==> config.mk <==
export PLATFORM = sky130hd
export DESIGN_NAME = adat_rx_bit_slicer
export DESIGN_NICKNAME = d
export VERILOG_FILES = /design/src/rtl/adat_rx_bit_slicer.sv
export SDC_FILE = /design/constraint.sdc
export NUM_CORES = 1
export LEC_CHECK = 0
export CAP_MARGIN = 0
export CORE_MARGIN = 1
export CORE_UTILIZATION = 55
export DETAILED_ROUTE_END_ITERATION = 10
export PLACE_DENSITY = 0.86
export SLEW_MARGIN = 20
export SYNTH_ARGS = -nofsm -noshare
export SYNTH_HDL_FRONTEND = slang
export SYNTH_SLANG_ARGS = --single-unit
==> constraint.sdc <==
create_clock -name i_clk -period 4.2 [get_ports i_clk]
set_clock_uncertainty 0.05 [all_clocks]
set_input_delay 0.84 -clock i_clk [delete_from_list [all_inputs] [get_ports i_clk]]
set_output_delay 0.84 -clock i_clk [all_outputs]
set_load 0.1 [all_outputs]
==> src/rtl/adat_rx_bit_slicer.sv <==
// adat_rx_bit_slicer
//
// Turns one edge-to-edge interval into a run length n, measured in bit
// periods. The bit period comes from the measured frame time. Each run is
// then classified as one of three results:
//   data : 1..MAX_RUN bit periods. The run is emitted as n bits, which are
//          n-1 zeros followed by a 1.
//   sync : SYNC_RUN bit periods. Reported as a one-cycle o_sync pulse.
//   err  : anything else. Reported as a one-cycle o_err pulse.
//
// Fixed-point arithmetic (FRAC fractional bits):
//   P = (frame_time << FRAC) >> FRAME_LOG2
//   E = edge_time << FRAC
// n counts the thresholds (k-0.5)*P, for k = 1.., that E reaches.
// n saturates at SYNC_RUN+1, so P = 0 ends as an error instead of a hang.
//
// Ports:
//   i_clk, i_rst          clock, synchronous active-high reset
//   i_edge                single-cycle pulse; i_edge_time, i_frame_time and
//                         i_sync_mask are valid on this cycle
//   i_sync_mask           1 = emit data runs, 0 = drop data runs
//                         (sync and err are still reported)
//   o_bits, o_bit_count   decoded bits (LSB = latest) and the number of
//                         valid bits in o_bits
//   o_valid, i_ready      output handshake
//   o_sync, o_err         one-cycle pulses
//   o_overrun             one-cycle pulse: an edge was dropped because the
//                         pending register was already full
//
// Handshake: o_valid rises when a data result is loaded into the output
// slot. While o_valid is high, o_bits and o_bit_count hold steady. A
// transfer happens on every cycle where o_valid && i_ready. A new result may
// be loaded on the same cycle that the old one is accepted; o_valid then
// stays high and carries the new data.
module adat_rx_bit_slicer #(
    parameter int TIME_W     = 12,
    parameter int FRAC       = 4,
    parameter int FRAME_LOG2 = 8,
    parameter int MAX_RUN    = 5,
    parameter int SYNC_RUN   = 11
) (
    input  logic                             i_clk,
    input  logic                             i_rst,
    input  logic                             i_edge,
    input  logic [TIME_W-1:0]                i_edge_time,
    input  logic [TIME_W-1:0]                i_frame_time,
    input  logic                             i_sync_mask,
    output logic [MAX_RUN-1:0]               o_bits,
    output logic [$clog2(MAX_RUN+1)-1:0]     o_bit_count,
    output logic                             o_valid,
    input  logic                             i_ready,
    output logic                             o_sync,
    output logic                             o_err,
    output logic                             o_overrun
);

    localparam int FX_W  = TIME_W + FRAC;
    localparam int N_W   = $clog2(SYNC_RUN + 2);
    // Extra N_W bits stop the accumulator from wrapping.
    // Its largest value is about (SYNC_RUN+1.5)*P.
    localparam int ACC_W = FX_W + N_W;
    localparam int CNT_W = $clog2(MAX_RUN + 1);

    localparam logic [N_W-1:0]     N_LIMIT  = N_W'(SYNC_RUN + 1);
    localparam logic [N_W-1:0]     N_SYNC   = N_W'(SYNC_RUN);
    localparam logic [N_W-1:0]     N_DATA   = N_W'(MAX_RUN);
    localparam logic [MAX_RUN-1:0] BITS_ONE = {{(MAX_RUN-1){1'b0}}, 1'b1};

    typedef enum logic [1:0] {
        IDLE     = 2'd0,
        MEASURE  = 2'd1,
        CLASSIFY = 2'd2,
        EMIT     = 2'd3
    } state_t;

    state_t              state_q, state_d;
    logic [FX_W-1:0]     e_q, e_d;
    logic [FX_W-1:0]     p_q, p_d;
    logic [ACC_W-1:0]    acc_q, acc_d;
    logic [N_W-1:0]      n_q, n_d;
    logic                mask_q, mask_d;

    logic                pend_full_q, pend_full_d;
    logic [TIME_W-1:0]   pend_edge_q, pend_edge_d;
    logic [TIME_W-1:0]   pend_frame_q, pend_frame_d;
    logic                pend_mask_q, pend_mask_d;

    logic                valid_q, valid_d;
    logic [MAX_RUN-1:0]  bits_q, bits_d;
    logic [CNT_W-1:0]    count_q, count_d;
    logic                sync_q, sync_d;
    logic                err_q, err_d;
    logic                ovr_q, ovr_d;

    // Capture source. A waiting pending entry has priority over a live edge.
    logic [TIME_W-1:0]   cap_edge, cap_frame;
    logic                cap_mask;
    logic [FX_W-1:0]     cap_e, cap_p, frame_fx;
    logic                take_pend, edge_direct;
    logic                slot_free, run_more, is_data, is_sync;

    always_comb begin
        cap_edge  = pend_full_q ? pend_edge_q  : i_edge_time;
        cap_frame = pend_full_q ? pend_frame_q : i_frame_time;
        cap_mask  = pend_full_q ? pend_mask_q  : i_sync_mask;
        frame_fx  = {cap_frame, {FRAC{1'b0}}};
        cap_p     = frame_fx >> FRAME_LOG2;
        cap_e     = {cap_edge, {FRAC{1'b0}}};

        take_pend   = (state_q == IDLE) && pend_full_q;
        edge_direct = (state_q == IDLE) && !pend_full_q && i_edge;
        slot_free   = !valid_q || i_ready;
        run_more    = ({{N_W{1'b0}}, e_q} >= acc_q) && (n_q < N_LIMIT);
        is_data     = (n_q != '0) && (n_q <= N_DATA);
        is_sync     = (n_q == N_SYNC);
    end

    always_comb begin
        state_d      = state_q;
        e_d          = e_q;
        p_d          = p_q;
        acc_d        = acc_q;
        n_d          = n_q;
        mask_d       = mask_q;
        pend_full_d  = pend_full_q;
        pend_edge_d  = pend_edge_q;
        pend_frame_d = pend_frame_q;
        pend_mask_d  = pend_mask_q;
        // An accepted result leaves the slot unless it is reloaded below.
        valid_d      = valid_q && !i_ready;
        bits_d       = bits_q;
        count_d      = count_q;
        sync_d       = 1'b0;
        err_d        = 1'b0;
        ovr_d        = 1'b0;

        case (state_q)
            IDLE: begin
                if (pend_full_q || i_edge) begin
                    e_d     = cap_e;
                    p_d     = cap_p;
                    acc_d   = ACC_W'(cap_p >> 1);
                    n_d     = '0;
                    mask_d  = cap_mask;
                    state_d = MEASURE;
                end
            end
            MEASURE: begin
                if (run_more) begin
                    n_d   = n_q + 1'b1;
                    acc_d = acc_q + ACC_W'(p_q);
                end else begin
                    state_d = CLASSIFY;
                end
            end
            CLASSIFY: begin
                state_d = IDLE;
                if (is_data) begin
                    if (mask_q) begin
                        // Load straight away when the slot can take it.
                        // Otherwise park in EMIT until it can.
                        if (slot_free) begin
                            valid_d = 1'b1;
                            bits_d  = BITS_ONE;
                            count_d = CNT_W'(n_q);
                        end else begin
                            state_d = EMIT;
                        end
                    end
                end else if (is_sync) begin
                    sync_d = 1'b1;
                end else begin
                    err_d = 1'b1;
                end
            end
            EMIT: begin
                if (slot_free) begin
                    valid_d = 1'b1;
                    bits_d  = BITS_ONE;
                    count_d = CNT_W'(n_q);
                    state_d = IDLE;
                end
            end
            default: state_d = IDLE;
        endcase

        // Pending register. An edge that IDLE does not consume directly is
        // parked here. A full entry that IDLE is consuming this cycle frees
        // the register for the new edge.
        if (take_pend) begin
            pend_full_d = 1'b0;
        end
        if (i_edge && !edge_direct) begin
            if (pend_full_q && !take_pend) begin
                ovr_d = 1'b1;
            end else begin
                pend_full_d  = 1'b1;
                pend_edge_d  = i_edge_time;
                pend_frame_d = i_frame_time;
                pend_mask_d  = i_sync_mask;
            end
        end
    end

    always_ff @(posedge i_clk) begin
        if (i_rst) begin
            state_q      <= IDLE;
            e_q          <= '0;
            p_q          <= '0;
            acc_q        <= '0;
            n_q          <= '0;
            mask_q       <= 1'b0;
            pend_full_q  <= 1'b0;
            pend_edge_q  <= '0;
            pend_frame_q <= '0;
            pend_mask_q  <= 1'b0;
            valid_q      <= 1'b0;
            bits_q       <= '0;
            count_q      <= '0;
            sync_q       <= 1'b0;
            err_q        <= 1'b0;
            ovr_q        <= 1'b0;
        end else begin
            state_q      <= state_d;
            e_q          <= e_d;
            p_q          <= p_d;
            acc_q        <= acc_d;
            n_q          <= n_d;
            mask_q       <= mask_d;
            pend_full_q  <= pend_full_d;
            pend_edge_q  <= pend_edge_d;
            pend_frame_q <= pend_frame_d;
            pend_mask_q  <= pend_mask_d;
            valid_q      <= valid_d;
            bits_q       <= bits_d;
            count_q      <= count_d;
            sync_q       <= sync_d;
            err_q        <= err_d;
            ovr_q        <= ovr_d;
        end
    end

    assign o_bits      = bits_q;
    assign o_bit_count = count_q;
    assign o_valid     = valid_q;
    assign o_sync      = sync_q;
    assign o_err       = err_q;
    assign o_overrun   = ovr_q;

endmodule

# [Yosys cells after proc, flatten, opt, wreduce, memory -nomap -nowiden]
# Index checks and enable logic that the tools add are counted.
[word_totals] register_bits=85 latchBits=0 ram_bits=0 romBits=0 input_bits=29 out_inout_bits=12 word_cells=94 n_memories=0
[op_classes] n_addsub=2 n_mul=0 div=0 n_lt_le_gt_ge=3 n_eq_ne=10 shift=0 muxes=34 bitwise_logic=3 n_reduce_logical=26
[op_table] op="20-bit two-way mux" count=2
[op_table] op="20-bit one-hot mux with 2 select lines" count=1
[op_table] op="12-bit two-way mux" count=2
[op_table] op="20-bit by 8-bit adder with 20-bit output" count=1
[op_table] op="16-bit by 20-bit greater-or-equal comparator with 1-bit output" count=1
[op_table] op="5-bit two-way mux" count=3
[op_table] op="2-bit two-way mux" count=6
[op_table] op="1-bit two-way mux" count=10
[op_table] op="2-bit != test, second input constant" count=5
[op_table] op="5-bit one-hot mux with 2 select lines" count=1
[op_table] op="3-bit two-way mux" count=3
[op_table] op="3-bit AND reduction" count=3
[op_table] op="1-bit logical AND" count=8
[op_table] op="4-bit two-way mux" count=2
[op_table] op="2-bit one-hot mux with 4 select lines" count=1
[op_table] op="4-bit one-hot mux with 2 select lines" count=1
[op_table] op="3-bit one-hot mux with 2 select lines" count=1
[op_table] op="1-bit logical NOT" count=5
[op_table] op="4-bit by 1-bit adder with 4-bit output, second input constant" count=1
[op_table] op="2-bit == test, second input constant" count=2
[op_table] op="4-bit == test, second input constant" count=1
[op_table] op="4-bit by 3-bit less-or-equal comparator with 1-bit output, second input constant" count=1
[op_table] op="4-bit less-than comparator, second input constant" count=1
[op_table] op="2-bit AND reduction" count=2
[op_table] op="other kinds (10)" count=14

# [Depth between registers and ports, before layout]
# Gate-level depths: netlist of the first run.
[logic_depth] depth_word=7 depth_mapped=10 mapped_depth_nobuf=9

# [Worst setup path before layout of the first run]
# Ideal clock, no wire load.
[synth_path] path_type="flip-flop to flip-flop" start="register acc_q[5]" end="register acc_q[4]" t_arrival_ps=2184 required_ps=4064 path_slack_ps=1880 stages_incl_launch_ff=11 path_buffers=2 period_less_slack_ps=2320 path_cell_list="dfxtp_1 -> inv_1 -> ha_1 -> a2111oi_2 -> o21ai_2 -> a2111oi_4 -> or2_1 -> buf_6 -> buf_6 -> a21oi_1 -> a211oi_1"
[synth_between] elab_chain_cells=4
[synth_lines] element="from (decl)" line_no="79" text="logic [ACC_W-1:0] acc_q, acc_d;"
[synth_lines] element="from (signal assigned)" line_no="210" text="acc_q <= '0;"
[synth_lines] element="from (signal assigned)" line_no="227" text="acc_q <= acc_d;"
[synth_lines] element="16-bit by 20-bit greater-or-equal comparator with 1-bit output" line_no="113" text="run_more = ({{N_W{1'b0}}, e_q} >= acc_q) && (n_q < N_LIMIT);"
[synth_lines] element="1-bit logical AND" line_no="113"
[synth_lines] element="2-bit != test (no source line)"
[synth_lines] element="3-bit AND reduction (no source line)"
# No other way between the ends.
# A chain may end at the register's enable or synchronous reset.

# [Final worst setup path of the first run]
[layout_path] start="register acc_q[5]" end="register acc_q[5]"
[layout_between] elab_chain_cells=4 elab_cells_between_ends=7 classes_between="add/sub (1); order compare (1); eq/ne (1); mux (2); reduce/logical (2)"
[layout_lines] element="16-bit by 20-bit greater-or-equal comparator with 1-bit output" line_no="113"
[layout_lines] element="1-bit logical AND" line_no="113"
[layout_lines] element="2-bit != test (no source line)"
[layout_lines] element="3-bit AND reduction (no source line)"
# Parallel ways exist; a longest one is shown, timed or not. The select of a mux whose other input is x is not followed.

==> out/results.ini, run 1 <==
[clocking]
cts_made_buffers=9
ctsHtreeMaxLevel=3
post_cts_buffers=0
cts.sinks=77
worstSkewPairLatency_ns=0.35
cts-root-buf=clkbuf_8
cts-resized-gates=0
cts_tree=done
clk_pin_slew_ns=0.07
clk_path_buf_depth=2
cts_hold_buf=0

[route]
drt_iter0_drc=296
viasPerCell=5.59
wl_per_cell_microns=14.2
ant_nets=0
vias=3139
drc=0
first_pass_iters=4
drt-total-wl_mm=8.00

[job]
drv_cap=0

[logic_synthesis]
ys_seq_area_share_pct=39.7
synth_cells=438
syn_avg_cell_area_sq_um=8.86
synth-edff-count=0
synth_seq_cells=77
synth_ff_type=dfxtp_1
ys_async_sr_fraction_pct=0
synth_area_leaders=dfxtp_1, mux2i_1, nor2_1
yosys.cell_types.count=48
syn_area_sq_um=3880
synth_top_cell_area_share_pct=39.7
ys_warn_count=0
synth_area_leader_cell=dfxtp_1

[sta]
worst_pin_slew_ns=0.985
fin_hold_ws_ns=0.414
fmax_mhz=346
rsz0062_at_grt=false
post-route-period-util_pct=68.8
tns_ns=0
max_slew_margin_pct=34.1
setup-violations-final=0
final-max-slew-violation-count=0
finalHoldViolCount=0
post-route-min-period_ns=2.89

[setup_path]
max_stage_delay_ns=0.57
required_ns=4.40
cp_common_cell=a211oi_1
arrival_ns=3.09
worstSetupEndpointType=flop
crit_slowest_cell=a2111oi_4
cp-start-kind=flop
crit_chain=inv_1, ha_1, a2111oi_2, o21ai_2, a2111oi_4, or2_1, a211oi_1, a211oi_1
path_class=reg -> reg
crit_fanout=16

[power]
seq_power_share_pct=35.4
p_leak_nw=1.75
pwr-share-clk_pct=22.2
pwr-share-comb_pct=42.4
p_sw_share_pct=39.5
p_per_area_nw_per_um2=635
ir_worst_vdd_uv=339
total_power_mw=2.82
p_sw_mw=1.12
intPower_mw=1.71

[floorplan]
die_h_microns=86.0
dieArea_sq_um=7390
io_pins=41
initial_core_util_pct=57.1
die_w_microns=86.0
core_sq_um=6790
rows=30

[global_route]
grt_pass1_vias=2920
grt_max_degree=47
grt_usage_pct=22.9
overflow=0
grt_pass1_wl_mm=13.4
antenna_found_initial=0

[finish]
drive_gt1_share_pct=6.65
antenna_cells=0
area_growth_pct=14.6
nets=514
design_area_sq_um=4450

[run_status]
status=finished clean

[min_path]
holdCritPathClass=reg -> reg

[placement]
io_buffer_count=32
hpwlAfterDp_mm=5.61
dpl_cell_area_sq_um=4220
gp_congestion=0.898

## cells by family after synthesis
| logic type | synth area share, % |
|---|---|
| DFF | 39.7 |
| AOI/OAI and AO/OA | 17.4 |
| other | 0.0967 |
| muxes | 11.6 |
| and+or+nand+nor | 15.8 |
| adders and majority gates | 7.94 |
| xor gates and xnor gates | 1.81 |
| buffers and inverters | 5.61 |
## final timing paths
check                                 end  slack (ns)       from  cells past startpoint
worst max-delay path             acc_q[5]        1.31   acc_q[5]                      8
worst min-delay path            acc_q[18]        0.41  acc_q[18]                      1
worst max register to register   acc_q[5]        1.31   acc_q[5]                      8
worst min register to register  acc_q[18]        0.41  acc_q[18]                      1
## area by class of cell
cell class | count | area [sq um]
Tap cell | 96 | 120
Clock inverter | 6 | 86.3
Timing Repair Buffer | 35 | 338
Inverter | 23 | 86.3
Multi-Input combinational cell | 315 | 2140
Clock buffer | 10 | 138
Fill cell | 526 | 2350
Sequential cell | 77 | 1540
## cell usage in the layout, fill, tap and decap left out, types with 3 or more instances in the layout
cell type and instances:
ha_1 23, a21oi_1 23, nor2b_1 3, nand3_1 4, nor2_1 77, buf_4 3, nand2b_1 4, nand4_1 3
conb_1 4, clkbuf_8 10, dfxtp_1 77, or2_2 3, nor3_1 9, nor4_1 3, o21ai_0 15, a211oi_1 31
o21a_1 3, and2_1 3, mux2i_1 45, nand2_1 17, clkdlybuf4s50_1 31, inv_1 23, or3_1 7, xnor2_1 7
## worst max-delay path, delay by kind of cell (launching register included)
family	cells	cell delay, ns
DFF	1	0.35
AOI/OAI and AO/OA	5	1.49
adders and majority gates	1	0.30
and+or+nand+nor	1	0.53
buffers and inverters	1	0.07
## cell usage after synthesis, drive strengths merged (2+ instances only)
library cell and instances:
nor2b 3, dfxtp 77, mux2i 45, nand2 18, o21a 3, nand2b 5
and2 3, a21oi 23, a2111oi 4, or3 7, a211oi 32, o211ai 2
nand3 4, a211o 2, o21bai 2, clkbuf 13, nor4 3, or2 4
nor2 78, a21o 2, o21ai 16, inv 23, ha 23, buf 13
xnor2 7, o311ai 2, nand4 3, o41ai 2, nor3 9
## through the flow
step | std cells | util (%) | setup WS [ns]
4_1_cts | 562 | 65.4 | 1.33
3_5_place_dp | 546 | 62.1 | 1.06
6_report | 562 | 65.4 | 1.31
2_1_floorplan | 441 | - | 1.88
3_3_place_gp | 546 | 62.1 | 1.16
5_1_grt | 562 | 65.4 | 1.06
## layer usage
metal	up-vias	wire, microns	part of all wire [%]	global-route usage, %
met3	15	338	4.2	3.46
met4	0	163	2.0	9.39
li1	1592	-	-	-
met1	1449	3740	47	30.6
met5	-	0	0	0
met2	83	3760	47	36.9
## flip-flops by register name, summed over array words and instances, names as in the netlist
register / count
mask_q: 1
o_valid: 1
pend_mask_q: 1
e_q: 12
pend_edge_q: 12
o_sync: 1
n_q: 4
acc_q: 20
pend_frame_q: 8
o_overrun: 1
o_bit_count: 3
o_err: 1
p_q: 8
o_bits: 1
state_q: 2
pend_full_q: 1
## power by group through the flow
stage,combinational [mW],clock (mW),sequential [mW]
floorplan,0.962,0,1.01
global placement,1.13,0,1.01
detailed placement,1.18,0,1.01
CTS,1.19,0.636,1.00
global route,1.33,0.662,1.02
finish,1.20,0.626,1.00
No activity file was read; power rests on OpenSTA's default activity.
==> run 2: changes to the inputs <==
CORE_UTILIZATION = 51   (was 55)
PLACE_DENSITY = 0.84   (was 0.86)
clock period = 2.6 ns   (was 4.2 ns; I/O delays follow)
==> out/results.ini, run 2 (synthesis gave the netlist of run 1 again) <==
[run_status]
status=finished clean  ; unchanged

[finish]
fillers=619  ; was 526
drive_gt1_share_pct=9.92  ; was 6.65%
nets=523  ; was 514
largest_register_ffs=20  ; unchanged
antenna_cells=0  ; unchanged
instances_no_fill=573  ; was 562
layout_commonest_cell=dfxtp_1
area_growth_pct=15.5  ; was 14.6%
reg_top3=acc_q: 20 flops, e_q: 12 flops, pend_edge_q: 12 flops  ; unchanged
multi_input_area_sq_um=2140  ; about the same
regArea_sq_um=1540  ; unchanged
final_core_util_pct=61.4  ; was 65.4%
largest_register=acc_q  ; unchanged
mostFrequentLayoutCells=dfxtp_1, nor2_1, mux2i_1  ; was nor2_1, dfxtp_1, mux2i_1

[placement]
hpwlAfterDp_mm=5.94  ; was 5.61 mm
placed_cells=558  ; was 546
gp_congestion=0.851  ; was 0.898
place_ws_ns=0.0833  ; was 1.06 ns
io_buffer_count=32  ; unchanged

[sta]
final-max-slew-violation-count=0  ; unchanged
setup-violations-final=0  ; unchanged
worst_pin_slew_ns=0.545  ; was 0.985 ns
finalHoldViolCount=0  ; unchanged
rsz0062_at_grt=false  ; unchanged
layout_setup_ws_ns=0.0447  ; was 1.31 ns
post-route-min-period_ns=2.56  ; was 2.89 ns
tns_ns=0  ; unchanged
max_slew_margin_pct=63.3  ; was 34.1%
post-route-period-util_pct=98.3  ; was 68.8%
fmax_mhz=391  ; was 346 MHz

[setup_path]
path_class=reg -> reg  ; unchanged
cp-start-kind=flop  ; unchanged
arrival_ns=2.73  ; was 3.09 ns
required_ns=2.77  ; was 4.40 ns
worstSetupEndpointType=flop  ; unchanged
crit_fanout=8  ; was 16

[global_route]
grt_usage_pct=22.2  ; was 22.9%
grt_pass1_wl_mm=13.4  ; about the same
grt_pass1_vias=2998  ; was 2,920
antenna_found_initial=0  ; unchanged
grt_max_degree=47  ; unchanged
overflow=0  ; unchanged

[route]
wl_met2_mm=3.94  ; was 3.76 mm
wl_met3_microns=351  ; was 338 microns
wl_per_cell_microns=14.3  ; was 14.2 microns
drt-met1-wl_mm=3.66  ; was 3.74 mm
vias=3175  ; was 3,139
first_pass_iters=5  ; was 4
ant_nets=0  ; unchanged
drt_iter0_drc=232  ; was 296
top_layer=met4  ; unchanged
viasPerCell=5.54  ; was 5.59
drc=0  ; unchanged
drt-total-wl_mm=8.20  ; was 8.00 mm

[min_path]
holdCritPathClass=reg -> reg  ; unchanged

[job]
drv_cap=0  ; unchanged

[floorplan]
die_h_microns=89.2  ; was 86.0 microns
dieArea_sq_um=7960  ; was 7390 sq um
die_w_microns=89.2  ; was 86.0 microns
rows=31  ; was 30
io_pins=41  ; unchanged
core_sq_um=7290  ; was 6790 sq um
initial_core_util_pct=53.2  ; was 57.1%

[clocking]
clk_path_buf_depth=2  ; unchanged
cts_made_buffers=9  ; unchanged
cts_hold_buf=0  ; unchanged
cts_tree=done  ; unchanged
clk_pin_slew_ns=0.07  ; about the same
ctsHtreeMaxLevel=3  ; unchanged
cts.sinks=77  ; unchanged
cts-root-buf=clkbuf_8  ; unchanged
worstSkewPairLatency_ns=0.35  ; about the same

[power]
p_leak_nw=1.79  ; was 1.75 nW
ir_worst_vdd_uv=530  ; was 339 uV
total_power_mw=4.57  ; was 2.82 mW
p_per_area_nw_per_um2=1020  ; was 635 nW/um^2

run 2: cell types whose count changed in the layout (fill, tap and decap cells not counted), sizes merged:
cell	change
clkdlybuf4s50	-8
clkinv	-3
clkinvlp	+1
buf	+17
bufinv	-1
clkbuf	+2
run 2: worst max-delay path, stage by stage, from the launching register on:
cell and delay (ns):
dfxtp_1 0.42, inv_1 0.14, ha_1 0.34, nand4_1 0.09
a21oi_1 0.36, a2111oi_4 0.14, or2_1 0.25, buf_4 0.17
o311ai_0 0.35, o41ai_1 0.13
run 2: stage by stage:
stage | cell area [sq um] | hold WS (ns)
floorplan | 3890 | 0.381
global placement | 4270 | 0.393
detailed placement | 4270 | 0.398
CTS | 4470 | 0.420
global route | 4480 | 0.434
finish | 4480 | 0.420
run 2: worst paths after layout:
path	from	end	slack [ns]	cells after the start
max	acc_q[10]	acc_q[11]	0.04	9
min	acc_q[17]	acc_q[17]	0.42	1
min reg2reg	acc_q[17]	acc_q[17]	0.42	1
max reg2reg	acc_q[10]	acc_q[11]	0.04	9
run 2: cell type report:
cell class	instances	share of cell area, %
Multi-Input combinational cell	315	47.8
Sequential cell	77	34.4
Timing Repair Buffer	44	8.60
Clock buffer	12	3.46
Tap cell	99	2.77
Inverter	23	1.93
Clock inverter	3	1.01
run 2: timing repair:
item                       CTS  global route
resized for setup            0             3
setup endpoints to repair    0             9
buffers inserted             0             0
run 2: report_power, final:
part	leakage [nW]	switching [mW]	internal (mW)
Combinational	1.07	1.22	0.839
Sequential	0.629	0.171	1.44
Clock	0.0947	0.417	0.491
run 2: per-layer routing:
| layer | vias up | GRT usage, % |
|---|---|---|
| met3 | 22 | 5.36 |
| met1 | 1468 | 26.3 |
| met4 | 0 | 12.4 |
| met2 | 79 | 37.0 |
| li1 | 1606 | - |
| met5 | - | 0 |
